$ cat src/rtl/regfile_sb.sv
// General-purpose register file with N combinational read ports, optional
// writeback bypass and a per-register in-flight write scoreboard.
module regfile_sb #(
  parameter int ADDR_WIDTH = 5,
  parameter int DATA_WIDTH = 32,
  parameter int NUM_RD     = 2,
  parameter int CNT_WIDTH  = 2,
  parameter bit BYPASS     = 1'b1
) (
  input  logic                         clk,
  input  logic                         rst,
  input  logic                         rd_wen,
  input  logic [ADDR_WIDTH-1:0]        rd_addr_i,
  input  logic [DATA_WIDTH-1:0]        rd_data_i,
  input  logic [NUM_RD*ADDR_WIDTH-1:0] rs_addr_i,
  output logic [NUM_RD*DATA_WIDTH-1:0] rs_data_o,
  output logic [NUM_RD-1:0]            rs_busy_o,
  input  logic                         issue_valid_i,
  input  logic [ADDR_WIDTH-1:0]        issue_addr_i,
  output logic                         issue_ready_o,
  input  logic                         flush_i,
  output logic                         any_busy_o
);

  localparam int DEPTH = 2 ** ADDR_WIDTH;
  localparam logic [CNT_WIDTH-1:0] CNT_MAX = '1;
  localparam logic [CNT_WIDTH-1:0] CNT_ONE = CNT_WIDTH'(1);

  logic [DATA_WIDTH-1:0] regs [DEPTH];
  logic [CNT_WIDTH-1:0]  cnt  [DEPTH];

  logic             wb_dec;
  logic             issue_fire;
  logic [DEPTH-1:0] inc_vec;
  logic [DEPTH-1:0] dec_vec;

  // cnt[0] is never incremented, so wb_dec already excludes index 0.
  assign wb_dec = rd_wen && (cnt[rd_addr_i] != '0);

  assign issue_ready_o = !flush_i &&
                         ((issue_addr_i == '0) ||
                          (cnt[issue_addr_i] != CNT_MAX) ||
                          (wb_dec && (rd_addr_i == issue_addr_i)));

  assign issue_fire = issue_valid_i && issue_ready_o && (issue_addr_i != '0);

  // NOTE: every always_comb output gets a default before the loop so no path
  // leaves it unassigned, which would otherwise infer a latch.
  always_comb begin
    inc_vec = '0;
    dec_vec = '0;
    for (int r = 0; r < DEPTH; r++) begin
      inc_vec[r] = issue_fire && (issue_addr_i == ADDR_WIDTH'(r));
      dec_vec[r] = wb_dec && (rd_addr_i == ADDR_WIDTH'(r));
    end
  end

  always_comb begin
    any_busy_o = 1'b0;
    for (int r = 0; r < DEPTH; r++) any_busy_o = any_busy_o | (cnt[r] != '0);
  end

  // NOTE: state is updated with non-blocking assignments so every register
  // samples pre-edge values regardless of statement order.
  // NOTE: the data array is reset too, since reads after reset must return 0
  // for every index; this keeps the storage in flops rather than a RAM macro.
  always_ff @(posedge clk) begin
    if (rst) begin
      for (int r = 0; r < DEPTH; r++) begin
        regs[r] <= '0;
        cnt[r]  <= '0;
      end
    end else begin
      if (rd_wen && (rd_addr_i != '0)) regs[rd_addr_i] <= rd_data_i;
      for (int r = 0; r < DEPTH; r++) begin
        if (flush_i) begin
          cnt[r] <= '0;
        end else begin
          case ({inc_vec[r], dec_vec[r]})
            2'b10:   cnt[r] <= cnt[r] + CNT_ONE;
            2'b01:   cnt[r] <= cnt[r] - CNT_ONE;
            default: cnt[r] <= cnt[r];
          endcase
        end
      end
    end
  end

  for (genvar k = 0; k < NUM_RD; k++) begin : g_rd
    logic [ADDR_WIDTH-1:0] idx;
    logic                  bypass_hit;

    assign idx        = rs_addr_i[k*ADDR_WIDTH +: ADDR_WIDTH];
    assign bypass_hit = BYPASS && rd_wen && (rd_addr_i == idx);

    assign rs_data_o[k*DATA_WIDTH +: DATA_WIDTH] =
        (idx == '0) ? '0 : (bypass_hit ? rd_data_i : regs[idx]);

    // With bypass, the last outstanding write retiring now already satisfies the reader.
    assign rs_busy_o[k] = (idx != '0) && (cnt[idx] != '0) &&
                          !(bypass_hit && (cnt[idx] == CNT_ONE));
  end

endmodule

$ cat config.mk
export PLATFORM = sky130hd
export DESIGN_NAME = regfile_sb
export DESIGN_NICKNAME = d
export VERILOG_FILES = /design/src/rtl/regfile_sb.sv
export SDC_FILE = /design/constraint.sdc
export NUM_CORES = 2
export LEC_CHECK = 0
export CORE_ASPECT_RATIO = 1.1
export CORE_UTILIZATION = 50
export DETAILED_ROUTE_END_ITERATION = 10
export PLACE_DENSITY = 0.69
export SYNTH_ARGS = -nofsm -noshare
export SYNTH_HDL_FRONTEND = slang
export SYNTH_SLANG_ARGS = --single-unit
$ cat constraint.sdc
create_clock -name clk -period 3.3 [get_ports clk]
set_input_delay 0.66 -clock clk [delete_from_list [all_inputs] [get_ports clk]]
set_output_delay 0.66 -clock clk [all_outputs]
set_load 0.1 [all_outputs]
==> results.sh <==
export IMPL_grt_first_pass_wirelength_um=337000
export IMPL_post_layout_nets=5371
export IMPL_fin_crit_ps=3610
export IMPL_setup_tns_final_ps=-8620
export IMPL_crit_path_max_fanout=4
export IMPL_postSynth_asyncResetShare=0
export IMPL_fp_dieH_um=373
export IMPL_fin_worst_skew_ps=23.2
export IMPL_yosysWarningCount=0
export IMPL_ir_worst_vdd_uv=470
export IMPL_globalRouteTotalUtil=0.376
export IMPL_synth_avg_cell_area_um2=13.7
export IMPL_power_per_cell_area_nw_per_um2=462
export IMPL_yosysSeqAreaShare=0.522
export IMPL_routed_wire_length_per_instance_um=34.6
export IMPL_status="finished with violations"
export IMPL_cts_tree="yes"
export IMPL_timing_setup_critical_path_class="reg2out"
export IMPL_kind_of_start_point_of_the_critical_path="flip-flop"
export IMPL_report_final_slew_viol_count=0
export IMPL_dieArea_um2=127000
export IMPL_min_delay_path_depth=2
export IMPL_worst_ep_required_time_ps=2640
export IMPL_final_hold_viol_count=0
export IMPL_synth_top_cell_by_area="sky130_fd_sc_hd__edfxtp_1"
export IMPL_globalRoute_totalOverflow=0
export IMPL_post_dp_cell_area_um2=72500
export IMPL_timing_slew_headroom=0.487
export IMPL_design_portCount=125
export IMPL_die_width_um=339
export IMPL_holdPathEnd="regs[0][8]"
export IMPL_cts_inserted_buffers=113
export IMPL_critical_path_slowest_cell="sky130_fd_sc_hd__mux4_2"
export IMPL_grt_setup_unrepaired="yes"
export IMPL_postRouteWirelength_um=241000
export IMPL_worstHoldStart="rst"
export IMPL_cts_max_level=3
export IMPL_failed_checks="setup timing"
export IMPL_drt_iter0_drc=7464
export IMPL_min_period_over_period=1.09
export IMPL_postSynthRegisterBits=1088
export IMPL_number_of_antenna_violations_at_the_first_check_in_global_routing=18
export IMPL_place_congestion=0.976
export IMPL_power_leakage_nw=29.4
export IMPL_cts_sinks=1088
export IMPL_worstSetupPathDepth=7
export IMPL_most_used_flip_flop_cell_after_synthesis="sky130_fd_sc_hd__edfxtp_1"
export IMPL_via_per_inst=6.76
export IMPL_timing_reg2reg_setup_slack_ps=100
export IMPL_worstPathCellList="buf_6 > mux4_2 > mux4_2 > or2_4 > a21oi_4 > nor3_4 > buf_12"
export IMPL_synth_edff_count=1088
export IMPL_crit_path_end_kind="output port"
export IMPL_netlist_top_cells_area="sky130_fd_sc_hd__edfxtp_1, sky130_fd_sc_hd__mux4_2, sky130_fd_sc_hd__and2_1"
export IMPL_critical_path_max_stage_delay_ps=480
export IMPL_r2r_end="cnt[9][0]"
export IMPL_synthesized_area_um2=62600
export IMPL_synth_lib_cells_used_distinct=62
export IMPL_fin_ws_ps=-307
export IMPL_setup_viol=68
export IMPL_cts_root_buf="sky130_fd_sc_hd__clkbuf_16"
export IMPL_cts_path_max_buffers=3
export IMPL_layout_drive_gt1_share=0.384
export IMPL_finalInstanceArea_um2=81100
export IMPL_maxCapViolCount=0
export IMPL_hold_class="in2reg"
export IMPL_path_buf_inv=2
export IMPL_clk_pin_slew_ps=60
export IMPL_post_synth_inst_count=4582
export IMPL_area_delta_synth_final_pct=29.6
export IMPL_critPathTopFamily="multiplexers"
export IMPL_timing_fmax_mhz=277
export IMPL_r2r_worst_path_cells=13
export IMPL_clock_latency_ps=750
export IMPL_core_region_area_um2=124000
export IMPL_grt_max_degree=67
export IMPL_post_synth_top_area_fraction=0.522
export IMPL_buffer_ports_inserted=124
export IMPL_max_slew_worst_pin_slew_ps=762
export IMPL_drc=0
export IMPL_worst_path_most_repeated_cell="sky130_fd_sc_hd__mux4_2"
export IMPL_detailedPlacementHpwl_um=150000
export IMPL_cts_hold_repair_buffers=0
export IMPL_via_count=47000
export IMPL_drt_pass1_iterations=6
export IMPL_postRouteAntennaNets=0
export IMPL_r2r_start="cnt[9][0]"
export IMPL_floorplan_initialDensity=0.506
export IMPL_grt_pass1_vias=46600
export IMPL_floorplan_rows=135
export IMPL_cp_data_arrival_time_ps=2950
[kinds of logic (layout without fill, tap and decap cells)]
| logic type | count (synthesis) | after routing | share of synthesized area |
|---|---|---|---|
| muxes | 750 | 750 | 0.220 |
| buffers and inverters | 546 | 1241 | 0.0359 |
| DFF | 1088 | 1088 | 0.522 |
| other | 2 | 41 | 0.000120 |
| and+or+nand+nor | 1566 | 1566 | 0.147 |
| AOI/OAI and AO/OA | 519 | 519 | 0.0531 |
| adders and majority gates | 96 | 96 | 0.0192 |
| xor gates and xnor gates | 15 | 15 | 0.00210 |
[per-stage QoR]
| stage | power (mW) | instances | util | worst slack (ps) | hold slack (ps) |
|---|---|---|---|---|---|
| 2_1_floorplan | 20.5 | 4614 | - | -191 | 595 |
| 3_3_place_gp | 23.3 | 6563 | 0.586 | -520 | 631 |
| 3_5_place_dp | 23.4 | 6563 | 0.586 | -634 | 637 |
| 4_1_cts | 37.1 | 6916 | 0.649 | -361 | 517 |
| 5_1_grt | 38.1 | 6954 | 0.656 | -394 | 551 |
| 6_report | 37.5 | 6960 | 0.656 | -307 | 530 |
[timing repair]
action / CTS / global route
gates cloned: 39 / 5
setup endpoints to repair: 68 / 124
gates resized for setup: 435 / 161
buffers inserted: 115 / 51
pin swaps: 136 / 94
[per-layer routing]
metal / up-vias / GRT usage / part of all wire
met4: 2 / 0.229 / 0.070
li1: 18700 / - / -
met1: 23600 / 0.479 / 0.34
met3: 908 / 0.0935 / 0.14
met2: 3858 / 0.579 / 0.46
met5: - / 0 / 0.000079
[layout by cell type, fill, tap and decap left out, types with 19 or more instances in the layout]
cell type | synthesis | final
sky130_fd_sc_hd__conb_1 | 2 | 34
sky130_fd_sc_hd__a21oi_1 | 172 | 104
sky130_fd_sc_hd__buf_8 | 0 | 34
sky130_fd_sc_hd__and3_1 | 34 | 34
sky130_fd_sc_hd__nand2b_1 | 41 | 38
sky130_fd_sc_hd__mux2_2 | 69 | 67
sky130_fd_sc_hd__inv_1 | 84 | 83
sky130_fd_sc_hd__nor2_1 | 145 | 91
sky130_fd_sc_hd__a211oi_4 | 0 | 23
sky130_fd_sc_hd__buf_4 | 18 | 512
sky130_fd_sc_hd__or2_2 | 38 | 36
sky130_fd_sc_hd__o21ai_0 | 124 | 86
sky130_fd_sc_hd__a211oi_2 | 0 | 47
sky130_fd_sc_hd__nand2_1 | 66 | 62
sky130_fd_sc_hd__o221ai_2 | 0 | 23
sky130_fd_sc_hd__clkinv_2 | 0 | 19
sky130_fd_sc_hd__a21oi_2 | 0 | 62
sky130_fd_sc_hd__nand3_1 | 35 | 32
sky130_fd_sc_hd__nor2b_1 | 62 | 52
sky130_fd_sc_hd__and2_1 | 994 | 993
sky130_fd_sc_hd__buf_16 | 0 | 39
sky130_fd_sc_hd__mux4_2 | 495 | 495
sky130_fd_sc_hd__nand3b_1 | 32 | 32
sky130_fd_sc_hd__o221ai_4 | 0 | 20
sky130_fd_sc_hd__edfxtp_1 | 1088 | 1088
sky130_fd_sc_hd__clkdlybuf4s50_1 | 0 | 40
sky130_fd_sc_hd__mux2i_1 | 186 | 175
sky130_fd_sc_hd__ha_1 | 96 | 96
sky130_fd_sc_hd__nor3_1 | 68 | 59
sky130_fd_sc_hd__clkinv_1 | 1 | 28
sky130_fd_sc_hd__buf_6 | 4 | 68
sky130_fd_sc_hd__buf_12 | 0 | 234
sky130_fd_sc_hd__clkbuf_16 | 0 | 121
sky130_fd_sc_hd__o21ai_1 | 0 | 31
sky130_fd_sc_hd__nor2_4 | 0 | 51
[power breakdown]
part,internal (mW),switching (mW)
registers,16.0,0.432
clock network,7.66,5.67
logic,3.40,4.35
total,27.0,10.4
[cell usage after synthesis (18+ instances only)]
cell type,instances
sky130_fd_sc_hd__nor2_1,145
sky130_fd_sc_hd__ha_1,96
sky130_fd_sc_hd__nor2b_1,62
sky130_fd_sc_hd__buf_1,28
sky130_fd_sc_hd__buf_4,18
sky130_fd_sc_hd__edfxtp_1,1088
sky130_fd_sc_hd__and3_1,34
sky130_fd_sc_hd__a211oi_1,78
sky130_fd_sc_hd__nand2b_1,41
sky130_fd_sc_hd__a22o_1,22
sky130_fd_sc_hd__o221ai_1,44
sky130_fd_sc_hd__nor3_1,68
sky130_fd_sc_hd__o22ai_1,18
sky130_fd_sc_hd__clkbuf_1,332
sky130_fd_sc_hd__or2_2,38
sky130_fd_sc_hd__mux2_2,69
sky130_fd_sc_hd__mux4_2,495
sky130_fd_sc_hd__a32o_1,25
sky130_fd_sc_hd__a21oi_1,172
sky130_fd_sc_hd__inv_1,84
sky130_fd_sc_hd__buf_2,78
sky130_fd_sc_hd__nand2_1,66
sky130_fd_sc_hd__o21ai_0,124
sky130_fd_sc_hd__and2_1,994
sky130_fd_sc_hd__nand3b_1,32
sky130_fd_sc_hd__mux2i_1,186
sky130_fd_sc_hd__nand3_1,35
[final cells by class]
type / count / area, um^2
diodes: 7 / 17.5
clock buffers: 133 / 2950
clock inverters: 73 / 801
fillers: 8523 / 42500
inverters: 86 / 325
multi-input cells: 2980 / 30500
flip-flops and latches: 1088 / 32700
well taps: 1644 / 2060
repair buffers: 949 / 11800
[flip-flops by register name, summed over array words and instances, names as in the netlist]
| name | count |
|---|---|
| regs | 1024 |
| cnt | 64 |
[how the worst max path moves through the flow]
stage / start / endpoint / slack, ps
2_1_floorplan: rd_addr_i[1] / rs_data_o[10] / -190
3_3_place_gp: rd_addr_i[1] / cnt[11][0] / -520
3_5_place_dp: rd_addr_i[3] / cnt[24][0] / -630
4_1_cts: cnt[6][1] / issue_ready_o / -360
5_1_grt: cnt[22][0] / issue_ready_o / -390
6_report: cnt[15][1] / rs_busy_o[1] / -310
Power figures use the tool's default switching activity.
